### src/rtl/pfg_pout_ctrl.sv
// Post-accumulation output controller: skips all but the last of N accumulated
// FFT frames, then serialises each 16-bit word of the final frame as two bytes.
module pfg_pout_ctrl #(
  parameter int FFT_SIZE = 512,
  parameter int FRM_W    = 8
) (
  input  logic             clock,
  input  logic             resetb,
  input  logic             start,
  input  logic [FRM_W-1:0] acc_frames,
  output logic             acc_clear,
  input  logic             in_valid,
  output logic             in_ready,
  input  logic [15:0]      in_data,
  input  logic             in_last,
  output logic             out_valid,
  input  logic             out_ready,
  output logic [7:0]       out_data,
  output logic             busy,
  output logic             done,
  output logic             err_len
);

  localparam int                WCNT_W    = $clog2(FFT_SIZE);
  localparam logic [WCNT_W-1:0] WCNT_LAST = WCNT_W'(FFT_SIZE - 1);
  localparam logic [FRM_W-1:0]  FRM_ONE   = FRM_W'(1);

  typedef enum logic [2:0] {IDLE, CLR, SKIP, DRAIN, FLUSH} state_t;

  state_t            state;
  logic [FRM_W-1:0]  frm_left;
  logic [WCNT_W-1:0] wcnt;
  logic [15:0]       hold_p1;
  logic              vld_p1;
  logic              sel_hi_p1;

  logic in_hs;
  logic out_hs;
  logic len_bad;

  function automatic logic [FRM_W-1:0] frames_min1(input logic [FRM_W-1:0] f);
    return (f == '0) ? FRM_ONE : f;
  endfunction

  // Frame countdown saturates at 1 so a malformed stream can never wrap it.
  function automatic logic [FRM_W-1:0] sat_dec(input logic [FRM_W-1:0] f);
    return (f > FRM_ONE) ? (f - FRM_ONE) : FRM_ONE;
  endfunction

  always_comb begin
    in_ready = 1'b0;
    case (state)
      SKIP:    in_ready = 1'b1;
      DRAIN:   in_ready = !vld_p1 || (sel_hi_p1 && out_ready);
      default: in_ready = 1'b0;
    endcase
  end

  assign in_hs     = in_valid && in_ready;
  assign out_hs    = vld_p1 && out_ready;
  assign out_valid = vld_p1;
  assign out_data  = sel_hi_p1 ? hold_p1[15:8] : hold_p1[7:0];
  assign len_bad   = in_last ? (wcnt != WCNT_LAST) : (wcnt == WCNT_LAST);

  always_ff @(posedge clock) begin
    if (!resetb) begin
      state     <= IDLE;
      frm_left  <= '0;
      wcnt      <= '0;
      hold_p1   <= '0;
      vld_p1    <= 1'b0;
      sel_hi_p1 <= 1'b0;
      acc_clear <= 1'b0;
      busy      <= 1'b0;
      done      <= 1'b0;
      err_len   <= 1'b0;
    end else begin
      acc_clear <= 1'b0;
      done      <= 1'b0;

      // Length check runs on every accepted word; the frame boundary always follows in_last.
      if (in_hs) begin
        wcnt <= in_last ? '0 : (wcnt + WCNT_W'(1));
        if (len_bad) err_len <= 1'b1;
      end

      case (state)
        IDLE: begin
          if (start) begin
            frm_left  <= frames_min1(acc_frames);
            err_len   <= 1'b0;
            acc_clear <= 1'b1;
            busy      <= 1'b1;
            state     <= CLR;
          end
        end

        CLR: begin
          wcnt  <= '0;
          state <= (frm_left > FRM_ONE) ? SKIP : DRAIN;
        end

        SKIP: begin
          if (in_hs && in_last) begin
            frm_left <= sat_dec(frm_left);
            if (sat_dec(frm_left) == FRM_ONE) state <= DRAIN;
          end
        end

        // Byte serialiser: low byte then high byte; a new word may load on the high-byte handshake.
        DRAIN, FLUSH: begin
          if (out_hs) begin
            if (sel_hi_p1) begin
              vld_p1    <= 1'b0;
              sel_hi_p1 <= 1'b0;
              if (state == FLUSH) begin
                done  <= 1'b1;
                busy  <= 1'b0;
                state <= IDLE;
              end
            end else begin
              sel_hi_p1 <= 1'b1;
            end
          end
          if (in_hs) begin
            hold_p1   <= in_data;
            vld_p1    <= 1'b1;
            sel_hi_p1 <= 1'b0;
            if (in_last) state <= FLUSH;
          end
        end

        default: state <= IDLE;
      endcase
    end
  end

endmodule

### config.mk
export PLATFORM = sky130hd
export DESIGN_NAME = pfg_pout_ctrl
export DESIGN_NICKNAME = d
export VERILOG_FILES = /design/src/rtl/pfg_pout_ctrl.sv
export SDC_FILE = /design/constraint.sdc
export NUM_CORES = 1
export LEC_CHECK = 0
export ABC_CLOCK_PERIOD_IN_PS = 2200
export BUFFER_PORTS_ARGS = -buffer_cell sky130_fd_sc_hd__buf_2
export CAP_MARGIN = 15
export CORE_AREA = 4 4 72 74
export DETAILED_ROUTE_END_ITERATION = 8
export DIE_AREA = 0 0 76 78
export PLACE_DENSITY = 0.74
export SYNTH_ARGS = -nofsm -noshare
export SYNTH_HDL_FRONTEND = slang
export SYNTH_SLANG_ARGS = --single-unit
### constraint.sdc
create_clock -name clock -period 2.2 [get_ports clock]
set_clock_uncertainty 0.2 [all_clocks]
set_input_delay 0.11 -clock clock [delete_from_list [all_inputs] [get_ports clock]]
set_output_delay 0.11 -clock clock [all_outputs]
set_load 0.02 [all_outputs]
# Word-level counts from Yosys, hierarchy flattened
# Cells that the tools add are included.
# totals
reg_bits,42
latch_bits,0
mem_bits_rw,0
romBits,0
in_bits,30
output_inout_bits,14
elab_cells,85
mem_count,0
# op_classes
addsub,2
mul,0
div_mod_pow,0
order_cmp,1
n_eq_ne,13
shifts,0
n_mux,36
n_bitwise,1
n_reduce_logical,22
# ops
cell,count
8-bit 2-to-1 mux,5
3-bit 2-to-1 mux,8
1-bit 2-to-1 mux,18
8-bit case mux with 2 select lines,1
2-bit != test (second input constant),6
3-bit case mux with 4 select lines,1
9-bit by 1-bit adder with 9-bit output (second input constant),1
9-bit == test (second input constant),1
9-bit 2-to-1 mux,1
9-bit != test (second input constant),1
3-bit AND reduction,3
8-bit by 1-bit == test with 1-bit output (second input constant),1
8-bit by 1-bit greater-than comparator with 1-bit output (second input constant),1
8-bit logical NOT,1
2-bit nonzero test,4
8-bit by 1-bit subtractor with 8-bit output (second input constant),1
3-bit by 2-bit == test with 1-bit output (second input constant),2
2-bit AND reduction,3
5-bit AND reduction,1
1-bit logical AND,4
1-bit case mux with 2 select lines,2
4-bit AND reduction,1
2-bit OR reduction,2
3-bit by 1-bit == test with 1-bit output (second input constant),1
other kinds (5),5

# Depth between registers and ports, before layout
# Gate-level depths: netlist (run 1).
# logic_depth
ltp_word,7
depth_mapped,8

# Least setup slack after synthesis (run 1)
# Ideal clock, no wire load.
# synth_timing
path_type,register to register
startpoint,reg frm_left[3]
endpoint,reg frm_left[5]
arrival_time_ns,1.757
required_ns,1.872
setup_slack_ns,0.116
path_stages_with_launch,7
n_path_buf,1
synth_period_minus_slack_ns,2.084
cell_sequence,dfxtp_1 buf_6 or4_4 o41ai_4 o21ai_1 a22oi_1 nor2_1
# synth_via
elab_chain_cells,4
elab_cells_between_ends,5
cone_classes,add/sub: 1; order compare: 1; mux: 3
# synth_lines
element,line,text
start: declaration,31,logic [FRM_W-1:0] frm_left;
start signal: assignment,90,frm_left <= frames_min1(acc_frames);
start signal: assignment,105,frm_left <= sat_dec(frm_left);
8-bit by 1-bit subtractor with 8-bit output or 8-bit by 1-bit greater-than comparator with 1-bit output (tied branches),47,return (f > FRM_ONE) ? (f - FRM_ONE) : FRM_ONE;
8-bit 2-to-1 mux (*),47,
8-bit 2-to-1 mux (*),104,if (in_hs && in_last) begin
8-bit case mux with 2 select lines (*),87,case (state)
# Every way passes the cells marked *; elsewhere a longest branch is shown, timed or not. The select of a mux whose other input is x is not followed.
# A chain may end at the register's enable or synchronous reset.

# Worst setup path in the final report (run 1)
# layout_timing
startpoint,in out_ready
endpoint,reg hold_p1[1]
# layout_via
elab_chain_cells,5
# layout_lines
element,line,text
start: declaration,17,"input logic out_ready,"
1-bit logical AND,54,DRAIN: in_ready = !vld_p1 || (sel_hi_p1 && out_ready);
1-bit logical OR,54,
1-bit case mux with 2 select lines,52,case (state)
1-bit logical AND,59,assign in_hs = in_valid && in_ready;
2-bit AND reduction (no source line),n/a,
end signal: assignment,126,hold_p1 <= in_data;
end: declaration,33,logic [15:0] hold_p1;
# Every way passes these cells.

==> impl_metrics.csv, run 1 <==
group,metric,value,unit
grt,grt_pass1_vias,2059,
sta,finalMaxSlewViolations,0,
route,num_vias,2095,
floorplanning,core_area,0.00460,sq mm
logic_synthesis,mappedNetlistArea,0.00220,sq mm
outcome,status,"finished clean",
final_layout,fin_area,0.00291,sq mm
sta,fin_hold_ws,0.0172,ns
logic_synthesis,syn_avg_cell_area,8.59,sq um
sta,setup_ws,0.142,ns
clock_tree,cts_made_buffers,5,
power_and_ir_drop,ir_drop,0.000482,V
placed_design,port_buffers,43,
sta,rsz0062_at_grt,"false",
clock_tree,cts_root_buf,"clkbuf_8",
placed_design,gp_congestion,0.845,
power_and_ir_drop,p_per_area,977,mW/mm^2
logic_synthesis,dominantRegCellSynth,"dfxtp_1",
logic_synthesis,yosysTopAreaCell,"dfxtp_1",
sta,hold_viol_final,0,
setup_path,cp-start-kind,"primary input",
clock_tree,clockBufferDepth,2,
flow_run,drv_cap,0,
sta,min_period,2.06,ns
grt,grt_usage,17.8,%
floorplanning,die_w,76,um
route,wl_per_cell,13.5,um
route,first_iter_violations,163,
final_layout,nFillCells,404,
logic_synthesis,synthTopCellsByArea,"dfxtp_1 (38%), nor2_1 (7.3%), mux2i_1 (7.3%), mux2_2 (4.6%), nand2_1 (3.4%)",
route,drc,0,
placed_design,dpl-instance-area,0.00256,sq mm
route,dr.pass1.iters,4,
floorplanning,num_io_pins,44,
clock_tree,cts_sinks,42,
setup_path,cp_max_fo,17,
floorplanning,die_h,78,um
sta,tightest_slew,0.608,ns
setup_path,endpoint_kind,"register",
floorplanning,start_util,47.8,%
grt,antenna_found_initial,0,
sta,fin_crit_sh,93.5,%
min_path,hold_class,"primary input to register",
clock_tree,h-tree-depth,2,
sta,max_slew_margin,59.3,%
floorplanning,rows,25,
logic_synthesis,yosys_warnings,0,
logic_synthesis,ys_seq_elements,42,
sta,fin_tns_setup,0,ns
setup_path,worstPathArrival,2.03,ns
grt,grt_max_degree,27,
power_and_ir_drop,p_leak,1.20,nW
logic_synthesis,synth_cell_types,56,
route,ant_nets,0,
logic_synthesis,ys_seq_area_share,38.2,%
logic_synthesis,syn-instance-count,256,
clock_tree,clk_latency,0.29,ns
logic_synthesis,syn_nets,290,
clock_tree,cts_setup_buffers,0,
route,vias_per_cell,5.40,
setup_path,cp.required,2.17,ns
sta,finalSetupViolCount,0,
floorplanning,die_area,0.00593,sq mm
power_and_ir_drop,power.total,0.00284,W
grt,grt_pass1_wl,8870,um
logic_synthesis,synth_edf_count,0,
final_layout,n_antenna_cell,0,
clock_tree,path_clk_slew,0.08,ns
final_layout,num-nets-final,367,
final_layout,final_cell_mix,"nor2_1 (43), buf_2 (43), dfxtp_1 (42)",
route,routed_wl,5230,um
final_layout,area_growth,32.1,%
placed_design,dp_hpwl,3610,um
setup_path,critPathKind,"primary input to register",
logic_synthesis,async_flop_share,0,%
clock_tree,tritoncts,"done",
sta,fmax,0.486,GHz
grt,grt_remaining_overflow,0,
final_layout,layout-drive-gt1-share,25.4,%
logic_synthesis,yosys.area.top_type_share,38.2,%
placed_design,place_ws,0.107,ns
-- kinds of logic after synthesis --
group	count (synthesis)	share of synthesized area [%]
simple gates	102	22.9
compound gates	56	17.6
flops	42	38.2
mux	25	11.9
buf+inv	19	3.87
xor+xnor	8	3.19
fa+ha+maj	4	2.28
-- synthesized netlist by cell type, types with 4 or more instances --
cell      count
nor4_1        4
nor2_1       43
nand2_1      20
dfxtp_1      42
mux2i_1      16
nor3_1        5
mux2_2        9
nand2b_1      4
clkbuf_1      8
ha_1          4
inv_1         4
a21oi_1      13
xnor2_1       5
o21ai_0      10
a22oi_1       4
-- final timing paths --
path	startpoint	end	slack, ns	cells past startpoint
max	out_ready	hold_p1[1]	0.14	8
min	acc_frames[2]	frm_left[2]	0.02	5
max reg2reg	frm_left[3]	state[0]	0.15	6
min reg2reg	wcnt[8]	wcnt[8]	0.27	2
-- flip-flops by register name, summed over array words and instances, names as in the netlist --
| name | cells |
|---|---|
| hold_p1 | 16 |
| wcnt | 9 |
| frm_left | 8 |
| state | 3 |
| acc_clear | 1 |
| busy | 1 |
| done | 1 |
| err_len | 1 |
| out_valid | 1 |
| sel_hi_p1 | 1 |
-- layer usage --
| metal | routed length [um] | GRT usage, % | up-vias |
|---|---|---|---|
| met5 | 0 | 0 | - |
| met4 | 48 | 4.98 | 0 |
| met3 | 294 | 4.41 | 5 |
| met2 | 2540 | 31.6 | 61 |
| met1 | 2350 | 21.1 | 967 |
| li1 | - | - | 1062 |
-- report_power, final --
group | leakage (nW) | switching, W | internal [W]
combinational | 0.808 | 0.000687 | 0.000596
sequential | 0.341 | 0.000101 | 0.000858
clock | 0.0524 | 0.000259 | 0.000340
total | 1.20 | 0.00105 | 0.00179
-- metrics by stage --
stage               std cells  util [%]
floorplan                 256         -
global placement          357      55.8
detailed placement        357      55.8
CTS                       388      63.1
global route              388      63.2
finish                    388      63.2
-- critical path, stage by stage --
cell	delay, ns
dlygate4sd3_1	0.53
buf_2	0.15
and2_1	0.18
o211ai_1	0.52
nor2_2	0.12
buf_12	0.19
mux2i_1	0.17
nor2_1	0.05
-- final cells by class --
class / instances / area, sq um / share of cell area (%)
timing repair buffer: 84 / 593 / 20.4
sequential: 42 / 841 / 28.9
inverter: 5 / 18.8 / 0.646
multi-input combinational: 195 / 1280 / 44.0
tap: 54 / 67.6 / 2.32
clock buffer: 7 / 76.3 / 2.63
clock inverter: 1 / 30.0 / 1.03
-- timing repair --
item / in CTS / in global routing
endpoints found under the setup margin: 0 / 2
resized for setup: 0 / 1
endpoints found under the hold margin: 24 / 0
hold buffers: 23 / 0
Note: power is estimated with default switching activity, not from simulation.
==> inputs of run 2 (changes only) <==
ABC_CLOCK_PERIOD_IN_PS = 2100   (was 2200)
CAP_MARGIN = 5   (was 15)
CORE_AREA = 4 4 69 71   (was 4 4 72 74)
DIE_AREA = 0 0 73 75   (was 0 0 76 78)
GPL_TIMING_DRIVEN = 0   (was unset)
PLACE_DENSITY = 0.77   (was 0.74)
clock period = 2.1 ns   (was 2.2 ns; I/O delays follow)
==> impl_metrics.csv, run 2 (synthesis gave the netlist of run 1 again) <==
group,metric,value,unit
floorplanning,core_area,0.00423,sq mm
grt,grt_pass1_vias,2053,
setup_path,timing.rr.start,"frm_left[4]",
power_and_ir_drop,p_per_area,1070,mW/mm^2
route,first_iter_violations,206,
grt,antenna_found_initial,0,
floorplanning,rows,24,
route,ant_nets,0,
sta,tightest_slew,0.493,ns
grt,grt_pass1_wl,9230,um
route,wl_per_cell,14.3,um
sta,fin_hold_ws,0.0235,ns
clock_tree,cts_made_buffers,5,
placed_design,place_ws,-0.279,ns
placed_design,port_buffers,43,
sta,finalMaxSlewViolations,0,
clock_tree,clockBufferDepth,2,
setup_path,crit_chain,"or4_4, o41ai_4, buf_4, a31oi_1, nor4b_2",
final_layout,layout-drive-gt1-share,29.7,%
route,drc,0,
final_layout,n_antenna_cell,0,
setup_path,cp_num_buf_inv,1,
outcome,violations,"setup timing",
setup_path,cp.required,2.10,ns
clock_tree,cts_root_buf,"clkbuf_8",
min_path,hold_class,"primary input to register",
floorplanning,die_area,0.00548,sq mm
sta,fin_crit_sh,103,%
floorplanning,num_io_pins,44,
final_layout,reg_top3,"hold_p1 (16), wcnt (9), frm_left (8)",
final_layout,fin_area,0.00300,sq mm
sta,min_period,2.16,ns
route,dr.pass1.iters,4,
setup_path,slowest_stage,"or4_4",
final_layout,final_cell_mix,"buf_2 (45), nor2_1 (42), dfxtp_1 (38)",
sta,fin_tns_setup,-0.116,ns
route,num_vias,2135,
setup_path,path_delay_family,"simple AND/OR/NAND/NOR gates",
grt,grt_remaining_overflow,0,
clock_tree,cts_sinks,42,
final_layout,final_common_cell,"buf_2",
clock_tree,path_clk_slew,0.09,ns
min_path,min_from,"acc_frames[3]",
final_layout,regMostFlops,"hold_p1",
clock_tree,clk_latency,0.30,ns
sta,finalSetupViolCount,4,
final_layout,largest_register_ffs,16,
floorplanning,die_w,73,um
setup_path,cp_max_fo,5,
setup_path,endpoint_kind,"register",
grt,grt_usage,21.4,%
placed_design,dpl-instance-area,0.00248,sq mm
grt,grt_max_degree,15,
floorplanning,die_h,75,um
setup_path,critPathKind,"register to register",
outcome,status,"finished, violations left",
power_and_ir_drop,p_leak,1.20,nW
sta,fmax,0.462,GHz
sta,hold_viol_final,0,
setup_path,cpPeakStageDelay,0.54,ns
sta,max_slew_margin,67.1,%
setup_path,cp-start-kind,"register",
clock_tree,tritoncts,"done",
placed_design,dp_hpwl,3550,um
setup_path,cp-startpoint,"frm_left[4]",
route,vias_per_cell,5.49,
sta,setup_ws,-0.0649,ns
placed_design,gp_congestion,0.805,
power_and_ir_drop,ir_drop,0.000610,V
setup_path,worstPathArrival,2.17,ns
final_layout,area_growth,36.5,%
final_layout,nFillCells,323,
flow_run,drv_cap,0,
floorplanning,start_util,52.0,%
route,routed_wl,5550,um
clock_tree,h-tree-depth,2,
sta,rsz0062_at_grt,"true",
power_and_ir_drop,power.total,0.00322,W
final_layout,num-nets-final,370,
run 2: changes by cell type in the layout (fill, tap and decap cells not counted), moves of 3 or more:
cell      delta
buf_4       -10
clkbuf_1     +3
clkbuf_2     +3
dfxtp_1      -4
dfxtp_2      +3
o21ai_2      +3
run 2: report_power, final:
part	switching (W)	internal, W
combinational	0.000836	0.000693
clock	0.000308	0.000354
sequential	0.000117	0.000907
run 2: per-layer routing:
metal,global-route usage (%),up-vias,share of wire [%],wire length [um]
met2,36.0,52,49,2700
met5,0,-,0,0
met1,27.3,1010,46,2540
li1,-,1066,-,-
met4,6.56,0,1.1,63
met3,4.81,7,4.5,252
run 2: tightest hold or removal path, stage by stage:
cell,delay (ns)
buf_2,0.08
nand2_1,0.05
o31ai_1,0.07
a22oi_1,0.08
nor2_1,0.10
run 2: through the flow:
| step | utilization [%] | instances |
|---|---|---|
| 2_1_floorplan | - | 256 |
| 3_3_place_gp | 58.6 | 351 |
| 4_1_cts | 68.2 | 386 |
| 5_1_grt | 70.9 | 389 |
| 6_report | 70.9 | 389 |
| 3_5_place_dp | 58.6 | 351 |
run 2: final cells by class:
class	instances	area [sq um]	area share (%)
well taps	52	65.1	2.17
clock buffers	5	68.8	2.29
repair buffers	75	522	17.4
clock inverters	3	45.0	1.50
plain buffers	12	62.6	2.08
inverters	5	18.8	0.625
flip-flops and latches	42	848	28.3
multi-input cells	195	1370	45.7
run 2: final timing paths:
| check | end | slack (ns) | cells after the start |
|---|---|---|---|
| max | state[0] | -0.06 | 5 |
| min | frm_left[3] | 0.02 | 5 |
| max reg2reg | state[0] | -0.06 | 5 |
| min reg2reg | wcnt[8] | 0.27 | 2 |
run 2: what timing repair did:
action	in CTS	in global routing
gates resized for setup	5	27
pin swaps	2	15
buffers inserted	3	4
hold endpoints to repair	26	0
hold buffers	25	0
cloned	0	0
setup endpoints to repair	20	36
==> inputs of run 3 (changes only) <==
CORE_AREA = 4 4 78 80   (was 4 4 69 71)
DIE_AREA = 0 0 82 84   (was 0 0 73 75)
PLACE_DENSITY = unset   (was 0.77)
==> impl_metrics.csv, run 3 (synthesis gave the netlist of run 1 again) <==
group,metric,value,unit
power_and_ir_drop,p_int,0.00199,W
setup_path,timing.rr.start,"frm_left[3]",
route,wl_per_cell,13.6,um
clock_tree,cts_sinks,42,
power_and_ir_drop,power.total,0.00327,W
power_and_ir_drop,pwr-share-comb,48.4,%
sta,finalSetupViolCount,0,
power_and_ir_drop,net-switching-power,0.00127,W
setup_path,cp_max_fo,7,
floorplanning,die_w,82,um
final_layout,final_common_cell,"buf_2",
grt,grt_pass1_wl,9230,um
route,ant_nets,0,
clock_tree,cts_root_buf,"clkbuf_8",
setup_path,rr_worst_depth,6,
power_and_ir_drop,swShare,38.9,%
clock_tree,cts_made_buffers,5,
floorplanning,num_io_pins,44,
placed_design,gp_congestion,0.797,
floorplanning,core_area,0.00541,sq mm
setup_path,critPathKind,"register to register",
floorplanning,rows,27,
grt,grt_max_degree,14,
power_and_ir_drop,ir_drop,0.000474,V
placed_design,dp_hpwl,3690,um
sta,max_slew_margin,68.6,%
placed_design,dpl-instance-area,0.00250,sq mm
flow_run,drv_cap,0,
sta,fin_tns_setup,0,ns
setup_path,cp-start-kind,"register",
setup_path,r2r_slack,0.05,ns
final_layout,n_antenna_cell,0,
clock_tree,h-tree-depth,2,
clock_tree,tritoncts,"done",
final_layout,nFillCells,510,
grt,antenna_found_initial,0,
sta,tightest_slew,0.471,ns
sta,finalMaxSlewViolations,0,
route,vias_per_cell,5.08,
route,routed_wl,5560,um
floorplanning,die_h,84,um
clock_tree,clockBufferDepth,2,
final_layout,area_growth,37.9,%
final_layout,num-nets-final,371,
floorplanning,die_area,0.00689,sq mm
final_layout,final_cell_mix,"buf_2 (46), nor2_1 (41), dfxtp_1 (35)",
min_path,hold_class,"primary input to register",
sta,rsz0062_at_grt,"true",
route,dr.pass1.iters,4,
route,drc,0,
power_and_ir_drop,seqPwrFrac,32.1,%
sta,hold_viol_final,0,
setup_path,cp-startpoint,"frm_left[3]",
final_layout,largest_register_ffs,16,
power_and_ir_drop,clock_power_share,19.5,%
clock_tree,path_clk_slew,0.08,ns
final_layout,regMostFlops,"hold_p1",
final_layout,post-route-util,56.1,%
setup_path,timing.rr.end,"frm_left[5]",
grt,grt_usage,16.7,%
outcome,status,"finished clean",
sta,min_period,2.05,ns
clock_tree,clk_latency,0.29,ns
route,num_vias,2082,
grt,grt_remaining_overflow,0,
floorplanning,start_util,40.7,%
sta,fmax,0.489,GHz
setup_path,worstPathArrival,2.02,ns
placed_design,port_buffers,43,
setup_path,endpoint_kind,"register",
final_layout,reg_top3,"hold_p1 (16), wcnt (9), frm_left (8)",
final_layout,layout-drive-gt1-share,32.2,%
route,first_iter_violations,99,
power_and_ir_drop,p_per_area,1080,mW/mm^2
setup_path,critPathCapture,"frm_left[5]",
sta,fin_crit_sh,97.4,%
final_layout,fin_area,0.00303,sq mm
power_and_ir_drop,p_leak,1.22,nW
grt,grt_pass1_vias,2021,
setup_path,cp.required,2.07,ns
## run 3: cell type report
cell class                 count  area, sq um  area share (%)
tap                           72         90.1            2.97
clock inverter                 3         40.0            1.32
clock buffer                   5         68.8            2.27
inverter                       5         23.8           0.784
sequential                    42          857            28.3
timing repair buffer          78          533            17.6
multi-input combinational    195         1370            45.3
buffer                        10         47.5            1.57
## run 3: critical path, cell delays in order, from the launching register on
cell	delay, ns
dfxtp_4	0.37
or4_4	0.57
o41ai_4	0.26
buf_4	0.21
o21ai_2	0.07
a22oi_2	0.17
nor2_1	0.06
## run 3: through the flow
step	setup slack [ns]	hold slack [ns]	cells
final	0.0542	0.0113	410
after global routing	-0.0404	0.0329	410
after CTS	-0.0266	0.00127	405
after detailed placement	-0.305	0.147	371
after global placement	-0.269	0.143	371
after floorplan	0.0157	0.0269	256
## run 3: how the worst min path moves through the flow
stage	start	endpoint	slack [ns]	depth (start not counted)
4_1_cts	acc_frames[2]	frm_left[2]	0.001	5
2_1_floorplan	resetb	done	0.03	2
5_1_grt	acc_frames[4]	frm_left[4]	0.03	5
3_5_place_dp	in_data[5]	hold_p1[5]	0.15	3
6_report	acc_frames[2]	frm_left[2]	0.01	5
3_3_place_gp	in_data[4]	hold_p1[4]	0.14	3
## run 3: power by group through the flow
stage,sequential [W],combinational [W],clock (W)
floorplan,0.00101,0.000903,0
global placement,0.00102,0.00116,0
detailed placement,0.00102,0.00117,0
CTS,0.00101,0.00133,0.000654
global route,0.00107,0.00173,0.000683
finish,0.00105,0.00158,0.000637
## run 3: routing by layer
layer	part of all wire (%)	global-route usage (%)	wire, um	vias up
met5	0	0	0	-
met4	0.52	4.08	29	0
met3	4.0	4.21	221	2
met2	48	26.5	2660	40
met1	48	22.3	2650	971
li1	-	-	-	1069
## run 3: repair_timing
action	4_1_cts	5_1_grt
endpoints found under the setup margin	19	38
cloned	1	0
hold endpoints to repair	24	0
buffers inserted	3	8
gates resized for setup	13	27
pin swaps	4	12
hold buffers	23	0
